## src/rtl/tl_pkg.sv

```systemverilog
// Shared constants for the taillight input conditioner: channel count,
// channel index map and the per-channel vector type.
package tl_pkg;

    localparam int NUM_CH     = 5;

    localparam int CH_LEFT    = 0;
    localparam int CH_RIGHT   = 1;
    localparam int CH_BRAKE   = 2;
    localparam int CH_HAZARD  = 3;
    localparam int CH_RUN     = 4;

    // One bit per channel, indexed by the CH_* constants above.
    typedef logic [NUM_CH-1:0] ch_vec_t;

endpackage : tl_pkg

```

## src/rtl/input_conditioner_if.sv

```systemverilog
// Raw switch levels in, conditioned levels plus change strobe out.
// master drives the raw switches and observes the results; slave is the conditioner.
interface input_conditioner_if;

    logic left_in;
    logic right_in;
    logic brake_in;
    logic hazard_in;
    logic runlight_in;

    logic left;
    logic right;
    logic brake;
    logic hazard;
    logic runlight;
    logic changed;

    modport master (
        output left_in, right_in, brake_in, hazard_in, runlight_in,
        input  left, right, brake, hazard, runlight, changed
    );

    modport slave (
        input  left_in, right_in, brake_in, hazard_in, runlight_in,
        output left, right, brake, hazard, runlight, changed
    );

endinterface : input_conditioner_if

```

## src/rtl/debounce_ch.sv

```systemverilog
// One conditioning channel: 2-flop synchronizer, stability counter and
// output flop. The output only moves once the synchronized level has
// disagreed with it for DEBOUNCE_CYCLES consecutive edges.
module debounce_ch #(
    parameter int DEBOUNCE_CYCLES = 4
) (
    input  logic clk,
    input  logic rst,
    input  logic raw,
    output logic level,
    output logic rise
);

    localparam int CW = $clog2(DEBOUNCE_CYCLES + 1);

    logic          s1;
    logic          s2;
    logic [CW-1:0] count;
    logic          hit;

    // The edge on which the counter would reach DEBOUNCE_CYCLES is the edge
    // that commits s2 to the output, so the stored count never exceeds N-1.
    assign hit  = (s2 != level) && (count == CW'(DEBOUNCE_CYCLES - 1));
    assign rise = hit && s2;

    // Synchronize, then count disagreeing edges and commit on reaching the threshold.
    always_ff @(posedge clk or negedge rst) begin
        if (!rst) begin
            s1    <= 1'b0;
            s2    <= 1'b0;
            count <= '0;
            level <= 1'b0;
        end else begin
            s1 <= raw;
            s2 <= s1;
            if (s2 == level) begin
                count <= '0;
            end else if (hit) begin
                count <= '0;
                level <= s2;
            end else begin
                count <= count + CW'(1);
            end
        end
    end

endmodule : debounce_ch

```

## src/rtl/input_conditioner.sv

```systemverilog
// Conditions the five raw taillight switch inputs and raises a single-cycle
// 'changed' strobe the cycle after any conditioned output moves.
// Build option HAZARD_TOGGLE_EN: hazard becomes a push-on/push-off latch
// toggled by each debounced press; otherwise it is the debounced level.
module input_conditioner
    import tl_pkg::*;
#(
    parameter int DEBOUNCE_CYCLES = 4
) (
    input  logic                 clk,
    input  logic                 rst,
    input_conditioner_if.slave   io
);

    ch_vec_t raw_vec;
    ch_vec_t level_vec;
    ch_vec_t rise_vec;
    ch_vec_t out_vec;
    ch_vec_t prev_vec;
    logic    changed_q;

    assign raw_vec[CH_LEFT]   = io.left_in;
    assign raw_vec[CH_RIGHT]  = io.right_in;
    assign raw_vec[CH_BRAKE]  = io.brake_in;
    assign raw_vec[CH_HAZARD] = io.hazard_in;
    assign raw_vec[CH_RUN]    = io.runlight_in;

    for (genvar i = 0; i < NUM_CH; i++) begin : g_ch
        debounce_ch #(
            .DEBOUNCE_CYCLES (DEBOUNCE_CYCLES)
        ) u_ch (
            .clk   (clk),
            .rst   (rst),
            .raw   (raw_vec[i]),
            .level (level_vec[i]),
            .rise  (rise_vec[i])
        );
    end

`ifdef HAZARD_TOGGLE_EN
    logic hazard_q;

    // Flip the hazard latch on each debounced press; releases are ignored.
    always_ff @(posedge clk or negedge rst) begin
        if (!rst) begin
            hazard_q <= 1'b0;
        end else if (rise_vec[CH_HAZARD]) begin
            hazard_q <= ~hazard_q;
        end
    end

    always_comb begin
        out_vec            = level_vec;
        out_vec[CH_HAZARD] = hazard_q;
    end
`else
    logic unused_rise;
    assign unused_rise = ^rise_vec;
    assign out_vec     = level_vec;
`endif

    // Remember the last output word and pulse once when it differs; reset
    // clears both, so leaving reset cannot produce a pulse.
    always_ff @(posedge clk or negedge rst) begin
        if (!rst) begin
            prev_vec  <= '0;
            changed_q <= 1'b0;
        end else begin
            prev_vec  <= out_vec;
            changed_q <= (out_vec != prev_vec);
        end
    end

    assign io.left     = out_vec[CH_LEFT];
    assign io.right    = out_vec[CH_RIGHT];
    assign io.brake    = out_vec[CH_BRAKE];
    assign io.hazard   = out_vec[CH_HAZARD];
    assign io.runlight = out_vec[CH_RUN];
    assign io.changed  = changed_q;

endmodule : input_conditioner

```

## src/flat_wrapper.sv

```systemverilog
// flat-port wrapper written by rule: the top's interface ports become plain ports
module input_conditioner_flat import tl_pkg::*;
#(
    parameter int DEBOUNCE_CYCLES = 4
)
  (clk, rst, io_left_in, io_right_in, io_brake_in, io_hazard_in, io_runlight_in, io_left, io_right, io_brake, io_hazard, io_runlight, io_changed);
  input_conditioner_if io_i ();
  input  logic clk;
  input  logic rst;
  input wire logic [$bits(io_i.left_in)-1:0] io_left_in;
  input wire logic [$bits(io_i.right_in)-1:0] io_right_in;
  input wire logic [$bits(io_i.brake_in)-1:0] io_brake_in;
  input wire logic [$bits(io_i.hazard_in)-1:0] io_hazard_in;
  input wire logic [$bits(io_i.runlight_in)-1:0] io_runlight_in;
  output wire logic [$bits(io_i.left)-1:0] io_left;
  output wire logic [$bits(io_i.right)-1:0] io_right;
  output wire logic [$bits(io_i.brake)-1:0] io_brake;
  output wire logic [$bits(io_i.hazard)-1:0] io_hazard;
  output wire logic [$bits(io_i.runlight)-1:0] io_runlight;
  output wire logic [$bits(io_i.changed)-1:0] io_changed;
  assign io_i.left_in = io_left_in;
  assign io_i.right_in = io_right_in;
  assign io_i.brake_in = io_brake_in;
  assign io_i.hazard_in = io_hazard_in;
  assign io_i.runlight_in = io_runlight_in;
  assign io_left = io_i.left;
  assign io_right = io_i.right;
  assign io_brake = io_i.brake;
  assign io_hazard = io_i.hazard;
  assign io_runlight = io_i.runlight;
  assign io_changed = io_i.changed;
  input_conditioner #(.DEBOUNCE_CYCLES(DEBOUNCE_CYCLES)) u_core (.clk(clk), .rst(rst), .io(io_i));
endmodule
```

## config.mk

```make
export PLATFORM = sky130hd
export DESIGN_NAME = input_conditioner_flat
export DESIGN_NICKNAME = d
export VERILOG_FILES = /design/src/rtl/tl_pkg.sv /design/src/rtl/input_conditioner_if.sv /design/src/rtl/debounce_ch.sv /design/src/rtl/input_conditioner.sv /design/src/flat_wrapper.sv
export SDC_FILE = /design/constraint.sdc
export NUM_CORES = 1
export LEC_CHECK = 0
export ABC_CLOCK_PERIOD_IN_PS = 1950
export CAP_MARGIN = 20
export CORE_UTILIZATION = 35
export CTS_BUF_LIST = sky130_fd_sc_hd__clkbuf_16
export DETAILED_ROUTE_END_ITERATION = 10
export PLACE_DENSITY = 0.64
export SLEW_MARGIN = 0
export SYNTH_ARGS = -nofsm -noshare
export SYNTH_HDL_FRONTEND = slang
export SYNTH_SLANG_ARGS = --single-unit
```

## constraint.sdc

```tcl
create_clock -name clk -period 1.95 [get_ports clk]
set_input_delay 0.2925 -clock clk [delete_from_list [all_inputs] [get_ports clk]]
set_output_delay 0.2925 -clock clk [all_outputs]
set_load 0.02 [all_outputs]
```

==> reports/results.ini <==
[final_layout]
syn2layout_area_growth_pct=25.4
final_core_util_pct=46.5
final_cells=144
fill_cells=320
final_cell_area_sq_um=1580
drive_above_1_share_pct=16.3
n_antenna_cell=0
multi_input_comb_area_sq_um=357
fin_nets=110
seqCellArea_sq_um=901

[placed_design]
post-place-ws_ns=0.603
port_buffers=12
placed_cells=137
placed_cell_area_sq_um=1440
place_congestion=0.633
dp_hpwl_mm=1.14

[global_routing]
grt_pass1_wl_mm=2.93
grt_max_degree=37
grt_overflow=0
grt_pass1_vias=691
track_usage_pct=12.0
antenna_found_initial=0

[logic_synthesis]
syn_avg_cell_area_sq_um=16.1
synth_area_leaders=dfrtp_1 (72%), nor3b_1 (5.4%), ha_1 (5.0%)
syn-instance-count=78
yosysWarnings=0
syn_area_sq_um=1260
synth_top_area_share_pct=71.6
yosysSeqAreaShare_pct=71.6
yosys.area.top_type=dfrtp_1
yosysUniqueCellTypes=10
synth_nets=90
synth-seq-cells=36

[die]
ios=13
die_area_sq_um=3840
fp.dieW_um=61.9
initial_core_util_pct=37.1
rows=21
die_h_um=61.9
coreArea_sq_um=3390

[timing]
relSlewSlack_pct=71.5
finalCritPeriodShare_pct=83.3
finalSetupTns_ns=0
fin_skew_ns=0.00138
max_freq_mhz=616
maxSlewViolCount=0
period_minus_slack_ns=1.62
setup_viol_count_final=0
finalHoldViolCount=0
whs_ns=0.344
setup_slack_ns=0.326
rsz0062_at_grt=false
tightestPinTransition_ns=0.427

[detailed_routing]
viasPerCell=4.47
drtAntennaViolNets=0
wl_mm=1.64
drt_iter0_drc=11
wire_per_inst_um=11.4
num_vias=643
remaining_drc_errors=0
first_pass_iters=3

[clocking]
postCtsSetupBuffers=0
clock-root-buffer=clkbuf_16
htree_levels=2
postCtsHoldBufs=0
clk_latency_ns=0.27
cts.sinks=36
cts_buffers=5
cts_tree=done
clk_pin_slew_ns=0.05
cts_buffer_depth=2
cts-resized-gates=0

[worst_setup_path]
critPathCaptureType=output port
cp_data_arrival_time_ns=1.33
critPathBufInv=1
cp_slowest_stage_delay_ns=0.64
cp-start-kind=flip-flop
worstPathCellList=clkdlybuf4s50_1
cp_slowest_cell=clkdlybuf4s50_1
crit_family=buffers and inverters
critPathRequiredTime_ns=1.66
critical_path_class=reg -> out
crit_fanout=5

[pwr]
total_power_mw=2.44
power_density_nw_per_um2=1550
p_leak_nw=0.704
ir_drop_v=0.000772

[hold_path]
worst_hold_path_type=reg -> reg

[run_status]
status=finished, final reports clean

[job]
cap_viol_max_count=0

## cell usage after synthesis
cell type / count
nand3_1: 1
xor2_1: 3
ha_1: 5
nor2b_1: 2
nor3_1: 6
nor3b_1: 9
mux2_2: 5
nor2b_2: 4
xnor2_1: 7
dfrtp_1: 36
## placed cells by master (no fill, tap or decap), drive strengths merged
cell	count
ha	5
nor3	6
mux2	5
buf	1
nor2b	6
clkdlybuf4s50	12
xor2	3
xnor2	7
clkbuf	5
inv	1
clkinv	1
dfrtp	36
nor3b	9
nand3	1
## per-layer routing
| layer | part of all wire, % | global-route usage, % | routed length [um] | vias to the layer above |
|---|---|---|---|---|
| met3 | 5.5 | 6.83 | 91 | 6 |
| met2 | 51 | 18.7 | 846 | 13 |
| met5 | 0 | 0 | 0 | - |
| met4 | 3.8 | 9.52 | 63 | 0 |
| li1 | - | - | - | 303 |
| met1 | 39 | 11.6 | 643 | 321 |
## worst paths after layout
path	to	slack [ns]	cells after the start	start
hold reg to reg	u_core.g_ch[0].u_ch.s2	0.34	0	u_core.g_ch[0].u_ch.s1
setup reg to reg	u_core.g_ch[1].u_ch.level	0.74	3	u_core.g_ch[1].u_ch.count[0]
setup / recovery	io_left	0.33	1	u_core.g_ch[0].u_ch.level
hold / removal	u_core.g_ch[0].u_ch.s2	0.34	0	u_core.g_ch[0].u_ch.s1
min in group asynchronous	u_core.prev_vec[2]	0.43	2	rst
max in group asynchronous	u_core.prev_vec[4]	1.22	2	rst
## report_power, final
part | internal, mW | switching, mW | total (mW)
clock network | 0.457 | 0.257 | 0.714
registers | 0.955 | 0.144 | 1.10
logic | 0.342 | 0.282 | 0.624
## state kept, by name, summed over array words and instances (netlist names)
signal                  flops
u_core.g_ch.u_ch.count     15
u_core.g_ch.u_ch.level      5
u_core.g_ch.u_ch.s1         5
u_core.g_ch.u_ch.s2         5
u_core.prev_vec             5
u_core.io.changed           1
## area by class of cell
class | count | area share, %
Clock buffer | 5 | 7.94
Clock inverter | 2 | 0.556
Multi-Input combinational cell | 42 | 22.6
Sequential cell | 36 | 57.1
Tap cell | 46 | 3.65
Timing Repair Buffer | 13 | 8.10
## cell families (layout without fill, tap and decap cells)
kind of cell               Yosys count  after routing  synth area share (%)
adders and majority gates            5              5                  4.98
muxes                                5              5                  4.48
xor gates and xnor gates            10             10                  6.97
and+or+nand+nor                     22             22                  11.9
DFF                                 36             36                  71.6
buffers and inverters                0             20                     0
(Power assumes the default switching activity.)
